<file path="src/rtl/reg_access_ctrl.sv">
// Register-bank initiator: takes one read/write request at a time, strobes the
// addressed register for a single cycle, samples the shared read/error lines
// and hands back exactly one response per request.
//
// state  | meaning
// -------+------------------------------------------------------------
// IDLE   | ready for a request; address range checked on accept
// ACCESS | one-hot write or read strobe to the latched register
// SAMPLE | strobes off; capture read data and error from the bank
// RESP   | response held on rsp_* until the consumer takes it
module reg_access_ctrl #(
    parameter int NUM_BITS  = 16,
    parameter int NUM_REGS  = 8,
    parameter int ADDR_BITS = 3
) (
    input  logic                 clk,
    input  logic                 reset,
    input  logic                 req_valid,
    output logic                 req_ready,
    input  logic                 req_write,
    input  logic [ADDR_BITS-1:0] req_addr,
    input  logic [NUM_BITS-1:0]  req_wdata,
    output logic                 rsp_valid,
    input  logic                 rsp_ready,
    output logic [NUM_BITS-1:0]  rsp_rdata,
    output logic                 rsp_error,
    output logic [NUM_BITS-1:0]  reg_write_data,
    output logic [NUM_REGS-1:0]  reg_write_enable,
    output logic [NUM_REGS-1:0]  reg_read_enable,
    input  logic [NUM_BITS-1:0]  reg_read_data,
    input  logic                 reg_error
);

    typedef enum logic [1:0] {
        IDLE   = 2'd0,
        ACCESS = 2'd1,
        SAMPLE = 2'd2,
        RESP   = 2'd3
    } state_t;

    // One extra bit so NUM_REGS == 2**ADDR_BITS is representable.
    localparam logic [ADDR_BITS:0] NUM_REGS_W = NUM_REGS[ADDR_BITS:0];
    localparam logic [NUM_REGS-1:0] ONE_HOT_0 = NUM_REGS'(1);

    state_t                state;
    state_t                state_nxt;
    logic                  write_q;
    logic [ADDR_BITS-1:0]  addr_q;
    logic [NUM_BITS-1:0]   wdata_q;
    logic                  accept;
    logic                  addr_bad;

    assign accept   = req_valid && (state == IDLE);
    assign addr_bad = ({1'b0, req_addr} >= NUM_REGS_W);

    // State register; reset returns to IDLE so strobes drop at once.
    always_ff @(posedge clk or posedge reset) begin
        if (reset) state <= IDLE;
        else       state <= state_nxt;
    end

    // Next-state: out-of-range addresses skip the bank and go straight to RESP.
    always_comb begin
        state_nxt = state;
        case (state)
            IDLE:    if (req_valid) state_nxt = addr_bad ? RESP : ACCESS;
            ACCESS:  state_nxt = SAMPLE;
            SAMPLE:  state_nxt = RESP;
            RESP:    if (rsp_ready) state_nxt = IDLE;
            default: state_nxt = IDLE;
        endcase
    end

    // Outputs decoded from state only, so at most one strobe is ever high
    // and only during ACCESS.
    always_comb begin
        req_ready        = 1'b0;
        rsp_valid        = 1'b0;
        reg_write_enable = '0;
        reg_read_enable  = '0;
        reg_write_data   = '0;
        case (state)
            IDLE:   req_ready = 1'b1;
            ACCESS: begin
                if (write_q) begin
                    reg_write_enable = ONE_HOT_0 << addr_q;
                    reg_write_data   = wdata_q;
                end else begin
                    reg_read_enable  = ONE_HOT_0 << addr_q;
                end
            end
            RESP:   rsp_valid = 1'b1;
            default: ;
        endcase
    end

    // Request latch and response capture; bank inputs are only looked at in SAMPLE.
    always_ff @(posedge clk or posedge reset) begin
        if (reset) begin
            write_q   <= 1'b0;
            addr_q    <= '0;
            wdata_q   <= '0;
            rsp_rdata <= '0;
            rsp_error <= 1'b0;
        end else if (accept) begin
            write_q   <= req_write;
            addr_q    <= req_addr;
            wdata_q   <= req_wdata;
            rsp_rdata <= '0;
            rsp_error <= addr_bad;
        end else if (state == SAMPLE) begin
            rsp_rdata <= write_q ? '0 : reg_read_data;
            // A floating or unknown error line is treated as no error.
            rsp_error <= (reg_error === 1'b1);
        end
    end

endmodule

</file>
<file path="config.mk">
export PLATFORM = sky130hd
export DESIGN_NAME = reg_access_ctrl
export DESIGN_NICKNAME = d
export VERILOG_FILES = /design/src/rtl/reg_access_ctrl.sv
export SDC_FILE = /design/constraint.sdc
export NUM_CORES = 1
export LEC_CHECK = 0
export BUFFER_PORTS_ARGS = -buffer_cell sky130_fd_sc_hd__clkbuf_2
export CORE_MARGIN = 10
export CORE_UTILIZATION = 45
export DETAILED_ROUTE_END_ITERATION = 8
export PLACE_DENSITY_LB_ADDON = 0.15
export SLEW_MARGIN = 5
export SYNTH_ARGS = -nofsm -noshare
export SYNTH_HDL_FRONTEND = slang
export SYNTH_SLANG_ARGS = --single-unit
</file>
<file path="constraint.sdc">
create_clock -name clk -period 1.96 [get_ports clk]
set_input_delay 0.098 -clock clk [delete_from_list [all_inputs] [get_ports clk]]
set_output_delay 0.098 -clock clk [all_outputs]
set_load 0.02 [all_outputs]
</file>
* Word level (Yosys, flattened, before mapping)
Index checks and enable logic that the tools add are counted.
Operators by class: reduce and logical (&&, ||, !) cells 4, shift-type cells 1, mux-type cells 16, equal/unequal tests 6
Operator list (count):
- $mux W16 | 5
- $mux W8 | 4
- $pmux W2 S4 | 1
- $shl A1 B3 Y8 const A | 1
- $eq A2 B2 Y1 const B | 2
- $mux W1 | 4
- $mux W2 | 2
- $ne A2 B2 Y1 const B | 2
- $eq A2 B1 Y1 const B | 1
- $logic_not A2 Y1 | 1
- $reduce_and A2 Y1 | 1
- $reduce_bool A2 Y1 | 1
- $eqx A1 B1 Y1 const B | 1
- $logic_and A1 B1 Y1 | 1
Storage, ports and cells: bits of input ports 41, register bits 39, output and inout bits 51

* Depth between registers and ports, before layout
Gate-level depths: netlist of run 1.
depth after elaboration 3, mapped depth 7, depth with buffers taken out 5

* Least setup slack after synthesis of run 1
Ideal clock, no wire load.
path kind register -> register, from register state[0], to register wdata_q[10], clock period less this slack 1.746 ns, setup slack 0.214 ns, stages on the path, launching flop included 7, buffers on the path 2, arrival time 1.621 ns, path through dfrtp_1 > inv_1 > ha_1 > and2_4 > buf_6 > buf_2 > mux2_2
On the way: cells in the longest elaborated chain, start to end 2
Ends and longest elaborated chain:
- start: declaration | RTL line 45 | state_t state;
- start signal: assignment | RTL line 59 | else state <= state_nxt;
- $logic_not A2 Y1 | RTL line 53 | assign accept = req_valid && (state == IDLE);
- $logic_and A1 B1 Y1 | RTL line 53
- end signal: assignment | RTL line 108 | wdata_q <= req_wdata;
- end: declaration | RTL line 49 | logic [NUM_BITS-1:0] wdata_q;
Every way passes these cells. A chain may end at the register's enable or synchronous reset.

* Worst setup path in the final report of run 1
from register state[0], to register rsp_rdata[4]
On the way: cells in the longest elaborated chain, start to end 3, elaborated cells between the ends (all ways) 5, classes of those cells eq/ne (1); mux (1); reduce/logical (3)
Ends and longest elaborated chain:
- $logic_not A2 Y1 | RTL line 53
- $logic_and A1 B1 Y1 | RTL line 53
- $mux W16 or $reduce_bool A2 Y1 (tied branches)
- end signal: assignment | RTL line 112 | rsp_rdata <= write_q ? '0 : reg_read_data;
- end: declaration | RTL line 25 | output logic [NUM_BITS-1:0] rsp_rdata,
Several ways; a longest one is shown, not always the timed one.

==> results.yml, run 1 <==
worst_setup_path:
  crit_path_top_delay_cell: "nor2_2"
  path_delay_family: "simple AND/OR/NAND/NOR gates"
  start_kind: "flop"
  timing.rr.end: "rsp_rdata[4]"
  rr_worst_depth: 5
  arrival_ps: 2030
  crit_cells: 5
  cp_max_fo: 24
  timing_worst_setup_path_type: "reg -> reg"
  critPathRequiredTime_ps: 2180
  rrSetupSlack_ps: 160
  reg2reg_from: "state[0]"
  path_cells: "inv_1, ha_1, and2_4, nor2_2, a22o_1"
  end_kind: "flop"
  max_stage_delay_ps: 490
  crit_buf_inv: 1
hold_path:
  hold_path_class: "in -> reg"
  worstHoldStart: "reg_read_data[8]"
  hold_path_end: "rsp_rdata[8]"
  hold_depth: 2
cts:
  clock_path_buffers: 2
  path_clk_slew_ps: 70
  cts_buffers: 5
  cts-htree-levels: 2
  clk_latency_ps: 280
  cts.sinks: 39
  cts_tree: "yes"
  clock-root-buffer: "clkbuf_8"
power:
  seq_power_share_pct: 40.2
  p_sw_w: 0.00143
  swShare_pct: 40.2
  ir_drop_v: 0.000842
  intPower_w: 0.00213
  combPwrFrac_pct: 45.7
  pwr-share-clk_pct: 14.1
  p_leak_nw: 1.29
  totalPowerFinal_w: 0.00356
  cellPowerDensity_mw_per_mm2: 1500
timing:
  post-route-period-util_pct: 92.0
  setup_violations: 0
  finalHoldViolations: 0
  worstMarginPinSlew_ps: 580
  fmax_mhz: 555
  fin_skew_ps: 7.63
  rsz0062_at_grt: "false"
  whs_ps: 23.3
  slew_viol_final: 0
  tns_ps: 0
  slew_headroom_pct: 61.3
  finalCriticalPeriod_ps: 1800
  worst_slack_ps: 157
layout:
  final_common_cell: "clkbuf_2"
  utilization_pct: 63.4
  layout_common_cells: "clkbuf_2 (91), dfrtp_1 (38), mux2_2 (21), and3_1 (16), a22o_1 (15)"
  fillCellCount: 326
  antenna_cells: 0
  drive_above_1_share_pct: 53.1
  fin_nets: 284
  area_growth_syn_to_layout_pct: 33.5
logic_synthesis:
  synthTopCellsByArea: "dfrtp_1 (55%), mux2_2 (13%), a22o_1 (7.4%), and3_1 (5.6%), ha_1 (3.5%)"
  avgSynthCellArea_um2: 12.2
  synth_top_area_share_pct: 54.9
  ys_seq_elements: 39
  ys_async_sr_fraction_pct: 100
  synth_fp_nets: 192
  yosysSeqAreaShare_pct: 54.9
  netlist_area_mm2: 0.00178
  ys.flop_type: "dfrtp_1"
  syn-instance-count: 146
  ys_types: 22
  synth_edf_count: 0
  yosysWarnings: 0
  yosys.area.top_type: "dfrtp_1"
routing:
  ant_nets: 0
  drc_errors: 0
  wl_per_cell_um: 16.0
  routed_wl_um: 4600
  num_vias: 1424
  drt_pass1_iterations: 4
  routed_via_density: 4.96
  drt_iter0_markers: 78
placement:
  hpwlAfterDp_um: 3620
  portBuffers: 91
  dp_slack_ps: 119
  place.gp.congestion: 0.807
floorplanning:
  io_pins: 92
  start_util_pct: 47.5
  die_w_um: 82.9
  core_mm2: 0.00374
  num_rows: 22
  dieArea_mm2: 0.00686
  die_h_um: 82.9
grt:
  grt_pass1_wl_um: 7560
  antenna_found_initial: 0
  grt.overflow.total: 0
  grt_max_degree: 40
  grt_use_total_pct: 13.1
  first_global_vias: 1453
outcome:
  status: "finished clean"
flow_run:
  maxCapViolations: 0
[area by class of cell]
class | instances | area [um2] | share of cell area, %
Clock inverter | 1 | 5.00 | 0.211
Timing Repair Buffer | 95 | 500 | 21.1
Multi-Input combinational cell | 92 | 736 | 31.0
Inverter | 5 | 18.8 | 0.791
Sequential cell | 39 | 977 | 41.2
Clock buffer | 7 | 76.3 | 3.22
Tap cell | 48 | 60.1 | 2.53
[metrics by stage]
stage                     instance area [um2]  cells
after floorplan                          1780    146
after global placement                   2250    277
after detailed placement                 2250    277
after CTS                                2340    286
after global routing                     2370    287
final                                    2370    287
[power groups by stage]
stage          clock network (W)  logic [W]  registers, W
2_1_floorplan                  0    0.00113       0.00145
6_report                0.000500    0.00163       0.00143
4_1_cts                 0.000516    0.00161       0.00142
5_1_grt                 0.000563    0.00178       0.00149
3_3_place_gp                   0    0.00157       0.00142
3_5_place_dp                   0    0.00161       0.00144
[worst max-delay path by stage]
stage                     startpoint  slack (ps)                  end
after detailed placement    state[0]         120         rsp_rdata[4]
after global placement      state[0]         200         rsp_rdata[0]
final                       state[0]         160         rsp_rdata[4]
after floorplan             state[0]         210          wdata_q[10]
after CTS                   state[1]          90  reg_write_enable[0]
after global routing        state[0]           9         rsp_rdata[4]
[cells in the mapped netlist (all sizes together), types with 2 or more instances]
cell type / number
dfrtp: 39
nand2: 3
buf: 5
nor3: 6
mux2: 21
nand2b: 3
mux2i: 2
inv: 5
nor2: 13
a22o: 15
and3: 16
ha: 5
clkbuf: 5
nand3b: 2
[kinds of logic after synthesis]
family	count (synthesis)	synth area share (%)
and+or+nand+nor	47	14.9
AOI/OAI and AO/OA	17	8.02
adders and majority gates	5	3.52
DFF	39	54.9
buffers and inverters	15	4.22
muxes	23	14.4
[worst reg2reg max path: stages, from the launching register on]
cell and delay (ps):
dfrtp_1 390, inv_1 110, ha_1 240, and2_4 270, nor2_2 490, a22o_1 250
[what timing repair did]
item	4_1_cts	5_1_grt
setup endpoints to repair	0	17
resized for setup	0	3
endpoints found under the hold margin	39	0
hold buffers	1	0
setup buffers	0	1
[registers in the layout (all words and copies together), names as in the netlist]
| name | count |
|---|---|
| addr_q | 3 |
| rsp_error | 1 |
| rsp_rdata | 16 |
| state | 2 |
| wdata_q | 16 |
| write_q | 1 |
[per-layer routing]
metal  track usage, %  wire [um]  vias to the layer above
met3             5.08        333                        4
met2             21.4       2220                       55
met1             15.8       2020                      664
met5                0          0                        -
met4             3.23         28                        0
li1                 -          -                      701
Power figures use the tool's default switching activity.
==> run 2, diff against run 1 <==
--- a/config.mk
+++ b/config.mk
@@ -10,6 +10,7 @@
 export CORE_UTILIZATION = 45
 export DETAILED_ROUTE_END_ITERATION = 8
 export PLACE_DENSITY_LB_ADDON = 0.15
+export RECOVER_POWER = 25
 export SLEW_MARGIN = 5
 export SYNTH_ARGS = -nofsm -noshare
 export SYNTH_HDL_FRONTEND = slang
==> results.yml, run 2 (synthesis gave the netlist of run 1 again) <==
outcome:
  status: "finished clean"
placement:
  portBuffers: 91
  place.gp.congestion: 0.807
  hpwlAfterDp_um: 3620
grt:
  use_met3_pct: 5.08
  grt_pass1_wl_um: 7560
  busiest_layer: "met2"
  antenna_found_initial: 0
  first_global_vias: 1453
  met1_usage_pct: 15.8
  grtUsageMet2_pct: 21.4
  grt_use_total_pct: 13.1
  grt_max_degree: 40
  grt.overflow.total: 0
hold_path:
  hold_path_class: "in -> reg"
  hold_path_end: "rsp_rdata[8]"
  hold_depth: 2
  worstHoldStart: "reg_read_data[8]"
cts:
  path_clk_slew_ps: 70
  cts-htree-levels: 2
  clk_latency_ps: 280
  cts_buffers: 5
  clock-root-buffer: "clkbuf_8"
  clock_path_buffers: 2
  cts_tree: "yes"
  cts.sinks: 39
worst_setup_path:
  end_kind: "flop"
  cp_max_fo: 24
  rr_worst_depth: 5
  arrival_ps: 2030
  reg2reg_from: "state[0]"
  rrSetupSlack_ps: 150
  critPathRequiredTime_ps: 2180
  start_kind: "flop"
  timing.rr.end: "rsp_rdata[4]"
  timing_worst_setup_path_type: "reg -> reg"
timing:
  tns_ps: 0
  fin_skew_ps: 8.29
  setup_violations: 0
  slew_viol_final: 0
  finalHoldViolations: 0
  finalCriticalPeriod_ps: 1810
  slew_headroom_pct: 40.0
  fmax_mhz: 553
  worstMarginPinSlew_ps: 901
  post-route-period-util_pct: 92.3
  rsz0062_at_grt: "false"
flow_run:
  maxCapViolations: 0
routing:
  drt_iter0_markers: 77
  drc_errors: 0
  ant_nets: 0
  routed_wl_um: 4610
  drt_pass1_iterations: 4
  num_vias: 1423
  routed_via_density: 4.96
  wl_per_cell_um: 16.1
power:
  cellPowerDensity_mw_per_mm2: 1500
  seq_power_share_pct: 40.2
  pwr-share-clk_pct: 14.1
  totalPowerFinal_w: 0.00356
  ir_drop_v: 0.000842
  swShare_pct: 40.3
  p_leak_nw: 1.29
  intPower_w: 0.00213
  combPwrFrac_pct: 45.7
  p_sw_w: 0.00144
floorplanning:
  num_rows: 22
  start_util_pct: 47.5
  io_pins: 92
  dieArea_mm2: 0.00686
  core_mm2: 0.00374
  die_h_um: 82.9
  die_w_um: 82.9
layout:
  area_growth_syn_to_layout_pct: 33.4
  drive_above_1_share_pct: 53.1
  fin_nets: 284
  layout_common_cells: "clkbuf_2 (92), dfrtp_1 (38), mux2_2 (21), and3_1 (16), a22o_1 (15)"
  largestRegisters: "rsp_rdata: 16 flops, wdata_q: 16 flops, addr_q: 3 flops"
  final_common_cell: "clkbuf_2"
  antenna_cells: 0
==> run 2: cell types whose count changed in the layout (fill, tap and decap cells not counted) <==
| cell | before | now |
|---|---|---|
| buf_4 | 2 | 1 |
| clkbuf_2 | 91 | 92 |
==> run 2: worst max-delay path by stage <==
stage | from | to | slack (ps) | depth (start not counted)
after floorplan | state[0] | wdata_q[10] | 210 | 6
after global placement | state[0] | rsp_rdata[0] | 200 | 5
after detailed placement | state[0] | rsp_rdata[4] | 120 | 5
after CTS | state[1] | reg_write_enable[0] | 90 | 5
after global routing | state[0] | rsp_rdata[4] | 9 | 5
final | state[0] | rsp_rdata[4] | 150 | 5
==> run 2: stage by stage <==
step           setup WS [ps]  util (%)  area (um2)  std cells  hold slack [ps]
3_5_place_dp             119      60.2        2250        277              219
2_1_floorplan            214         -        1780        146              231
5_1_grt                 9.29      63.3        2370        287             18.9
6_report                 152      63.3        2370        287             22.0
4_1_cts                 90.4      62.6        2340        286             19.0
3_3_place_gp             203      60.2        2250        277              219
==> run 2: critical path, cell delays in order (launching register included) <==
cell,delay (ps)
dfrtp_1,390
inv_1,110
ha_1,240
and2_4,270
nor2_2,490
a22o_1,250
==> run 2: layout make-up <==
cell class | instances | area, um2
clock buffers | 7 | 76.3
clock inverters | 1 | 5.00
fillers | 327 | 1370
inverters | 5 | 18.8
multi-input cells | 92 | 736
flip-flops and latches | 39 | 977
well taps | 48 | 60.1
repair buffers | 95 | 498
==> run 2: layer usage <==
metal	wire, um	share of wire [%]
met5	0	0
met4	28	0.61
met3	364	7.9
met2	2230	48
met1	1990	43
==> run 2: what timing repair did <==
action / CTS / global route
hold buffers: 1 / 0
buffers inserted: 0 / 1
endpoints found under the hold margin: 39 / 0
resized for setup: 0 / 3
endpoints found under the setup margin: 0 / 17
==> run 2: power by group through the flow <==
stage               clock network (W)  logic, W  registers [W]
global placement                    0   0.00157        0.00142
finish                       0.000502   0.00163        0.00143
global route                 0.000563   0.00178        0.00149
CTS                          0.000516   0.00161        0.00142
floorplan                           0   0.00113        0.00145
detailed placement                  0   0.00161        0.00144
